==> config.mk <==
export PLATFORM = sky130hd
export DESIGN_NAME = moving_average_param
export DESIGN_NICKNAME = d
export VERILOG_FILES = /design/src/rtl/moving_average_param.sv
export SDC_FILE = /design/constraint.sdc
export NUM_CORES = 1
export LEC_CHECK = 0
export ABC_AREA = 0
export CAP_MARGIN = 20
export CELL_PAD_IN_SITES_DETAIL_PLACEMENT = 1
export CELL_PAD_IN_SITES_GLOBAL_PLACEMENT = 2
export CORE_MARGIN = 3
export CORE_UTILIZATION = 40
export DETAILED_ROUTE_END_ITERATION = 10
export DONT_BUFFER_PORTS = 1
export GPL_TIMING_DRIVEN = 0
export PLACE_DENSITY = 0.86
export SYNTH_ARGS = -nofsm -noshare
export SYNTH_HDL_FRONTEND = slang
export SYNTH_SLANG_ARGS = --single-unit
==> constraint.sdc <==
create_clock -name clk -period 6.6 [get_ports clk]
set_input_delay 1.98 -clock clk [delete_from_list [all_inputs] [get_ports clk]]
set_output_delay 1.98 -clock clk [all_outputs]
set_load 0.01 [all_outputs]
==> src/rtl/moving_average_param.sv <==
// rtl/moving_average_param.sv - parametrised boxcar / EMA moving averager with primed flag and flush
module moving_average_param #(
    parameter int DATA_W       = 10,
    parameter int LOG2_MAX_WIN = 4,
    parameter int SEL_W        = 3
) (
    input  logic              clk,
    input  logic              rst_n,
    input  logic              ena,
    input  logic              strobe_in,
    input  logic [DATA_W-1:0] data_in,
    input  logic [SEL_W-1:0]  win_sel,
    input  logic              mode,
    input  logic              clear,
    output logic [DATA_W-1:0] data_out,
    output logic              strobe_out,
    output logic              primed
);

    localparam int DEPTH = 1 << LOG2_MAX_WIN;
    localparam int ACC_W = DATA_W + LOG2_MAX_WIN;
    localparam int K_W   = $clog2(LOG2_MAX_WIN + 1);
    localparam int CNT_W = LOG2_MAX_WIN + 1;

    logic                    strobe_q;
    logic                    sample_evt;
    logic [K_W-1:0]          k_reg;
    logic [K_W-1:0]          k_eff;
    logic                    mode_reg;
    logic                    settings_chg;
    logic [31:0]             win_sel_ext;
    logic [CNT_W-1:0]        win_len;
    logic [ACC_W-1:0]        acc;
    logic [ACC_W-1:0]        acc_base;
    logic [ACC_W-1:0]        acc_next;
    logic [CNT_W-1:0]        count;
    logic [CNT_W-1:0]        count_base;
    logic [CNT_W-1:0]        count_next;
    logic [LOG2_MAX_WIN-1:0] wr_ptr;
    logic [LOG2_MAX_WIN-1:0] rd_ptr;
    logic [DATA_W-1:0]       hist [DEPTH];
    logic [DATA_W-1:0]       oldest;
    logic [DATA_W-1:0]       data_next;
    logic                    primed_next;

    assign sample_evt  = ena & strobe_in & ~strobe_q;
    assign win_sel_ext = 32'(win_sel);

    always_comb begin
        k_eff = K_W'(win_sel_ext);
        if (win_sel_ext > 32'(LOG2_MAX_WIN)) begin
            k_eff = K_W'(LOG2_MAX_WIN);
        end
    end

    assign settings_chg = (k_eff != k_reg) || (mode != mode_reg);
    assign win_len      = CNT_W'(1) << k_eff;

    // At the full window the slot leaving the window is the one about to be overwritten.
    assign rd_ptr = wr_ptr - win_len[LOG2_MAX_WIN-1:0];

    always_comb begin
        oldest     = settings_chg ? '0 : hist[rd_ptr];
        acc_base   = settings_chg ? '0 : acc;
        count_base = settings_chg ? '0 : count;
        if (mode) begin
            acc_next = acc_base - (acc_base >> k_eff) + ACC_W'(data_in);
        end else begin
            acc_next = acc_base + ACC_W'(data_in) - ACC_W'(oldest);
        end
        count_next = count_base;
        if (count_base != CNT_W'(DEPTH)) begin
            count_next = count_base + CNT_W'(1);
        end
        data_next   = DATA_W'(acc_next >> k_eff);
        primed_next = (count_next >= win_len);
    end

    always_ff @(posedge clk) begin
        if (!rst_n) begin
            strobe_q   <= 1'b0;
            strobe_out <= 1'b0;
            data_out   <= '0;
            primed     <= 1'b0;
            acc        <= '0;
            count      <= '0;
            wr_ptr     <= '0;
            k_reg      <= '0;
            mode_reg   <= 1'b0;
            for (int i = 0; i < DEPTH; i++) begin
                hist[i] <= '0;
            end
        end else begin
            strobe_q   <= strobe_in;
            strobe_out <= 1'b0;
            if (clear) begin
                // clear takes priority over a coincident sample event
                acc      <= '0;
                count    <= '0;
                primed   <= 1'b0;
                data_out <= '0;
                for (int i = 0; i < DEPTH; i++) begin
                    hist[i] <= '0;
                end
            end else if (sample_evt) begin
                k_reg      <= k_eff;
                mode_reg   <= mode;
                acc        <= acc_next;
                count      <= count_next;
                primed     <= primed_next;
                data_out   <= data_next;
                strobe_out <= 1'b1;
                if (settings_chg) begin
                    for (int i = 0; i < DEPTH; i++) begin
                        hist[i] <= '0;
                    end
                end
                hist[wr_ptr] <= data_in;
                wr_ptr       <= wr_ptr + 1'b1;
            end
        end
    end

endmodule

==> metrics.txt, run 1 <==
CTS H-Tree Depth 4; Async SR Flop Fraction 0%; slowest CP cell fa_2; Routed WL 36.2 mm; fin. max-slew vios 0; total power 3.23 mW; Post-CTS Hold Buffers 0; via density per instance 5.73; Worst Reg-to-Reg Cells 17; DRC Markers 0; most frequent cell after synthesis and2_1; biggest registers after layout hist x160, acc x14, data_out x10; largest fanout on the critical path 8; Biggest register hist; number of warnings issued by yosys 0; Finished Core Util 47.8%; Worst setup SP type input port; Critical Path Sink Type flip-flop; CP top delay family adder cells; period utilization 100%; drt wl/cell 24.3 um; Post-synth top flop edfxtp_1; number of global-route vias before repair 8909; DR pass1 iterations 5; failing checks setup timing; die width 179 um; Initial Util 41.1%; Top Ports 31; ANT nets after route 0; flop and latch count out of synthesis 200; Nets 1175; Max IR drop VDD 0.179 mV; critical path class in2reg; maximum cell stage delay along the critical path 0.69 ns; CTS tree yes; post-placement cell count 1418; clk_skew 0.0200 ns; dpl hpwl 25.9 mm; crit path DAT 6.97 ns; Die H 179 um; die area 32000 sq um; Hold Vio Cnt, Final 0; status finished with violations; TritonCTS Buffers 17; Area Growth Syn to Fin 16.4%; RePlAce Congestion approximately 0.9; fillcell total 3089; Pwr Density 232 nW/um^2; top cell type's share of synthesized area 40.2%; Worst-path clk slew around 0.09 ns; crit path buf inv count 5; largest net degree at the start of global routing 23; WP data required 6.94 ns; clk buf depth 2; stages on the worst setup path 21; initial antenna violation count 0; max cap viols 0; # rows 62; register area share after synthesis 46.9%; Clock Latency Late Sink 0.46 ns; top cells by area, synth edfxtp_1 (40%), and2_1 (9.2%), mux4_2 (7.9%); Tightest Pin Transition 1.10 ns; FMAX 151 MHz; count of final setup violators 1; setup ws final -0.0287 ns; Final min period 6.63 ns; largest area contributor in the netlist edfxtp_1; Avg Synthesized Cell Area 11.7 sq um; Synth cell types 76; Post-Syn Area 12000 sq um; crit-path cells buf_12 -> clkinv_8 -> buf_12 -> nand2_8 -> nor2_4 -> inv_4 -> fa_2 -> clkbuf_16 -> mux4_2 -> mux2_4 -> o211ai_1 -> fa_2 -> ha_4 -> a211oi_4 -> o21bai_1 -> a21oi_1 -> xor2_1 -> mux2i_2 -> mux2_4 -> o2bb2ai_1 -> o21ai_0; non-filler instance count after layout about 1500; multi-input logic area around 6400 sq um; Pleak 5.33 nW; met1 WL around 16 mm; first-pass GRT wire length roughly 55 mm; most frequent cells after synthesis and2_1 (176), edfxtp_1 (160), nand2_1 (68), nor2_1 (64), o21ai_0 (51); clk sinks 200; wire length on met3 2.27 mm; Syn Inst Count 1024; RSZ-0062 raised after global routing yes; highest metal used met4; IO Port Bufs 0; Via Count 8530; Core Region approximately 29000 sq um; share of layout cells above drive strength 1 21.7%; dpl ws -1.44 ns; DRT iter0 DRCs around 810; Slew HR about a quarter; Worst Hold Class reg2reg; clock root cell clkbuf_16; Hold Path Depth 2; Reg area 5610 sq um; met2 routed WL 17.9 mm; GR Util All Layers 23.0%; Congestion Overflow GR 0; EDFF count, synth 160; max FFs per register 160; Syn Nets about 1100
==> stage by stage <==
step                setup TNS (ns)  hold slack, ns  cell area (sq um)
CTS                       -0.00197           0.486              13600
global route                -0.669           0.497              13900
detailed placement          -23.61           0.475              12500
global placement            -22.66           0.469              12400
finish                     -0.0287           0.484              13900
floorplan                        0           0.450              12000
==> tightest hold or removal path: stages, from the launching register on <==
cell     delay (ns)
dfxtp_1        0.33
nand2_1        0.06
a21oi_1        0.05
==> where the power goes <==
group	switching, mW	internal (mW)	total, mW
Combinational	0.392	0.307	0.699
Clock	0.579	0.520	1.10
Sequential	0.0207	1.41	1.43
==> cell usage in the layout (no fill, tap or decap), types with 14 or more instances in the layout <==
cell       count
a211oi_1      17
edfxtp_1     160
buf_4         48
clkbuf_16     19
o211ai_1      14
ha_1          36
dfxtp_1       40
o21ai_1       20
fa_1          18
nor2_1        61
a21oi_1       29
nand2_1       65
clkbuf_1      34
o21ai_0       36
mux4_2        42
nor3_1        15
xor2_1        14
and2_1       175
mux2i_1       16
inv_1         16
==> final timing paths <==
path | startpoint | to | slack [ns]
max reg2reg | wr_ptr[0] | data_out[4] | 1.31
max | win_sel[2] | data_out[4] | -0.03
min | count[1] | count[1] | 0.48
min reg2reg | count[1] | count[1] | 0.48
==> cell families (layout without fill, tap and decap cells) <==
group	Yosys count	in the layout	synth area share, %
adders and majority gates	66	66	8.22
buffers and inverters	83	162	2.90
other	0	1	0
and+or+nand+nor	363	363	16.3
muxes	85	85	11.7
AOI/OAI and AO/OA	196	196	11.5
DFF	200	200	46.9
xor gates and xnor gates	31	31	2.52
==> per-layer routing <==
metal	track usage (%)	vias to the layer above
met3	4.09	36
met1	31.2	4400
met4	5.42	0
met5	0	-
met2	38.4	224
li1	-	3870
==> timing repair <==
action                                  CTS  global route
resized for setup                        66            42
endpoints found under the setup margin   21            12
pin swaps                                20            33
buffers inserted                         19            19
==> layout make-up <==
class | instances | area share (%)
sequential | 200 | 40.3
inverter | 25 | 0.836
timing repair buffer | 48 | 2.94
multi-input combinational | 741 | 45.6
tap | 384 | 3.45
antenna | 1 | 0.0180
clock inverter | 15 | 1.29
buffer | 57 | 2.46
clock buffer | 17 | 3.06
(Power assumes the default switching activity.)
==> run 2: changes to the inputs <==
Settings changed: CORE_UTILIZATION 40 to 45, PLACE_DENSITY 0.86 to 0.91.
Clock period 6.6 ns to 6.1 ns, I/O delays scaled along.
==> run 2 against run 1 <==
Effect of this change:
- the flow still finishes with violations (setup timing)
- first-iteration DRC count decreased by 15%
- largest cell class unchanged
- worst setup slack got worse by 0.35 ns
- non-clock buffer count increased by 3
- clock power increased by 8%
- die area decreased by 11%
- critical endpoint is now data_out[6]
- core utilization increased by 5.9 points
- sequential power increased by 8%
==> metrics.txt, run 2 (synthesis results as in run 1) <==
DRT iter0 DRCs 687 (-15%); fillcell total 2693 (-13%); initial antenna violation count 2 (+2); Worst Hold Class reg2reg; met3 usage 4.39% (+0.30 points); Via Count 8630 (+1.2%); worst hold margin 0.488 ns (+0.00323 ns); Final min period roughly 6.5 ns; Slew HR 29.9% (+4.0 points); Top Ports 31 (unchanged); CTS tree yes; max FFs per register 160 (unchanged); GR Util All Layers 25.1% (+2.2 points); max cap viols 0 (unchanged); clk sinks 200 (unchanged); Core Region 26100 sq um (-10%); Hold Path Depth 2 (unchanged); Pleak 5.39 nW (+1.1%); hold path endpoint count[1]; met1 Resource Use GR 34.1% (+2.8 points); DRC Markers 0 (unchanged); dpl hpwl 25.4 mm (-1.9%); RSZ-0062 raised after global routing yes; share of layout cells above drive strength 1 23.2% (+1.6 points); Finished Core Util 53.7% (+5.9 points); clk buf depth 2 (unchanged); Congestion Overflow GR 0 (unchanged); Die H 169 um (-5.5%); FMAX 154 MHz; status finished with violations; Max IR drop VDD 0.152 mV (-15%); Pwr Density 252 nW/um^2 (+8.6%); Worst Reg-to-Reg Cells 19 (+2); gr busiest metal met2; largest net degree at the start of global routing 23 (unchanged); worst r2r dst data_out[6]; Critical Path Sink Type flip-flop; crit path DAT 6.83 ns (-0.14 ns); Tightest Pin Transition 1.04 ns (-0.0601 ns); IO Port Bufs 0 (unchanged); DR pass1 iterations 5 (unchanged); drt wl/cell 25.0 um (+2.8%); WP data required 6.45 ns (-0.49 ns); commonest cells after routing, fill and taps aside and2_1 (174), edfxtp_1 (160), nand2_1 (65); Worst-path clk slew 0.08 ns (about the same); critical path class in2reg; most common cell after layout, fill and taps aside and2_1; Routed WL 36.1 mm (-0.40%); routing usage on met2 41.9% (+3.5 points); clock root cell clkbuf_16; Clock Latency Late Sink 0.46 ns (about the same); Hold Vio Cnt, Final 0 (unchanged); ant diodes 0 (-1); largest fanout on the critical path 8 (unchanged); number of global-route vias before repair 8974 (+0.73%); CTS H-Tree Depth 4 (unchanged); Nets 1178 (+0.26%); r2r setup slk 0.86 ns (-0.45 ns); die width 169 um (-5.5%); TritonCTS Buffers 17 (unchanged); Area Growth Syn to Fin 17.0%; RePlAce Congestion 0.865 (-1.2%); period utilization 106%; ANT nets after route 0 (unchanged); FF-to-FF Start wr_ptr[0]; Initial Util 45.9% (+4.8 points); failing checks setup timing; # rows 59 (-4.8%); via density per instance 5.99 (+4.5%); first-pass GRT wire length 53.9 mm (-1.2%); Worst setup SP type input port; setup ws final -0.381 ns (-0.352 ns); count of final setup violators 16 (+15); Biggest register hist; clk_skew 0.0188 ns (-0.00120 ns); fin. max-slew vios 0 (unchanged); dpl ws -1.27 ns (+0.177 ns); hold wc startpoint count[1]; biggest registers after layout hist x160, acc x14, data_out x10; die area 28600 sq um (-11%)
## run 2: timing repair
item	in CTS	in global routing
pin swaps	37	32
buffers inserted	25	15
gates resized for setup	53	34
cloned	0	0
hold buffers	0	0
endpoints found under the hold margin	0	0
endpoints found under the setup margin	21	19
## run 2: layout make-up
type	instances	area, sq um	area share [%]
Clock buffer	17	425	3.04
Timing Repair Buffer	51	415	2.97
Multi-Input combinational cell	741	6460	46.2
Tap cell	335	419	3.00
Inverter	25	114	0.814
Sequential cell	200	5610	40.1
Clock inverter	15	186	1.33
Buffer	57	368	2.63
## run 2: critical path: stages
cell and delay (ns):
buf_12 0.11, inv_8 0.06, nand2_8 0.05, nor2_4 0.13, ha_2 0.19, inv_2 0.04, fa_2 0.62, clkbuf_16 0.19
mux4_2 0.31, mux2_4 0.30, o211ai_1 0.43, fa_1 0.53, ha_4 0.26, nor2b_4 0.13, o31a_1 0.32, buf_4 0.16
o311a_1 0.29, a21oi_2 0.17, mux2i_4 0.13, mux2i_2 0.27, o21ai_1 0.09, o21a_1 0.20
## run 2: per-stage QoR
step           area (sq um)  TNS (ns)  std cells  total power [mW]
4_1_cts               13700     -1.90       1426              3.46
2_1_floorplan         12100    -0.228       1024              2.03
3_3_place_gp          12500    -17.88       1359              2.18
3_5_place_dp          12600    -21.38       1369              2.21
6_report              14000     -3.40       1441              3.53
5_1_grt               14000     -5.36       1441              3.64
## run 2: how the worst max path moves through the flow
stage / startpoint / to / slack [ns] / depth (start not counted)
2_1_floorplan: win_sel[2] / data_out[9] / -0.07 / 21
5_1_grt: win_sel[1] / data_out[6] / -0.50 / 22
3_3_place_gp: win_sel[0] / data_out[8] / -1.11 / 23
3_5_place_dp: win_sel[0] / data_out[2] / -1.27 / 20
6_report: win_sel[1] / data_out[6] / -0.38 / 22
4_1_cts: win_sel[2] / data_out[9] / -0.28 / 23
## run 2: metal layers
| layer | wire length (um) | share of wire, % |
|---|---|---|
| met5 | 0 | 0 |
| met4 | 761 | 2.1 |
| met3 | 2120 | 5.9 |
| met2 | 17800 | 49 |
| met1 | 15400 | 43 |
## run 2: where the power goes
group	switching (mW)	internal, mW	total [mW]
Sequential	0.0216	1.52	1.55
Combinational	0.439	0.348	0.787
Clock	0.630	0.563	1.19
Total	1.09	2.44	3.53
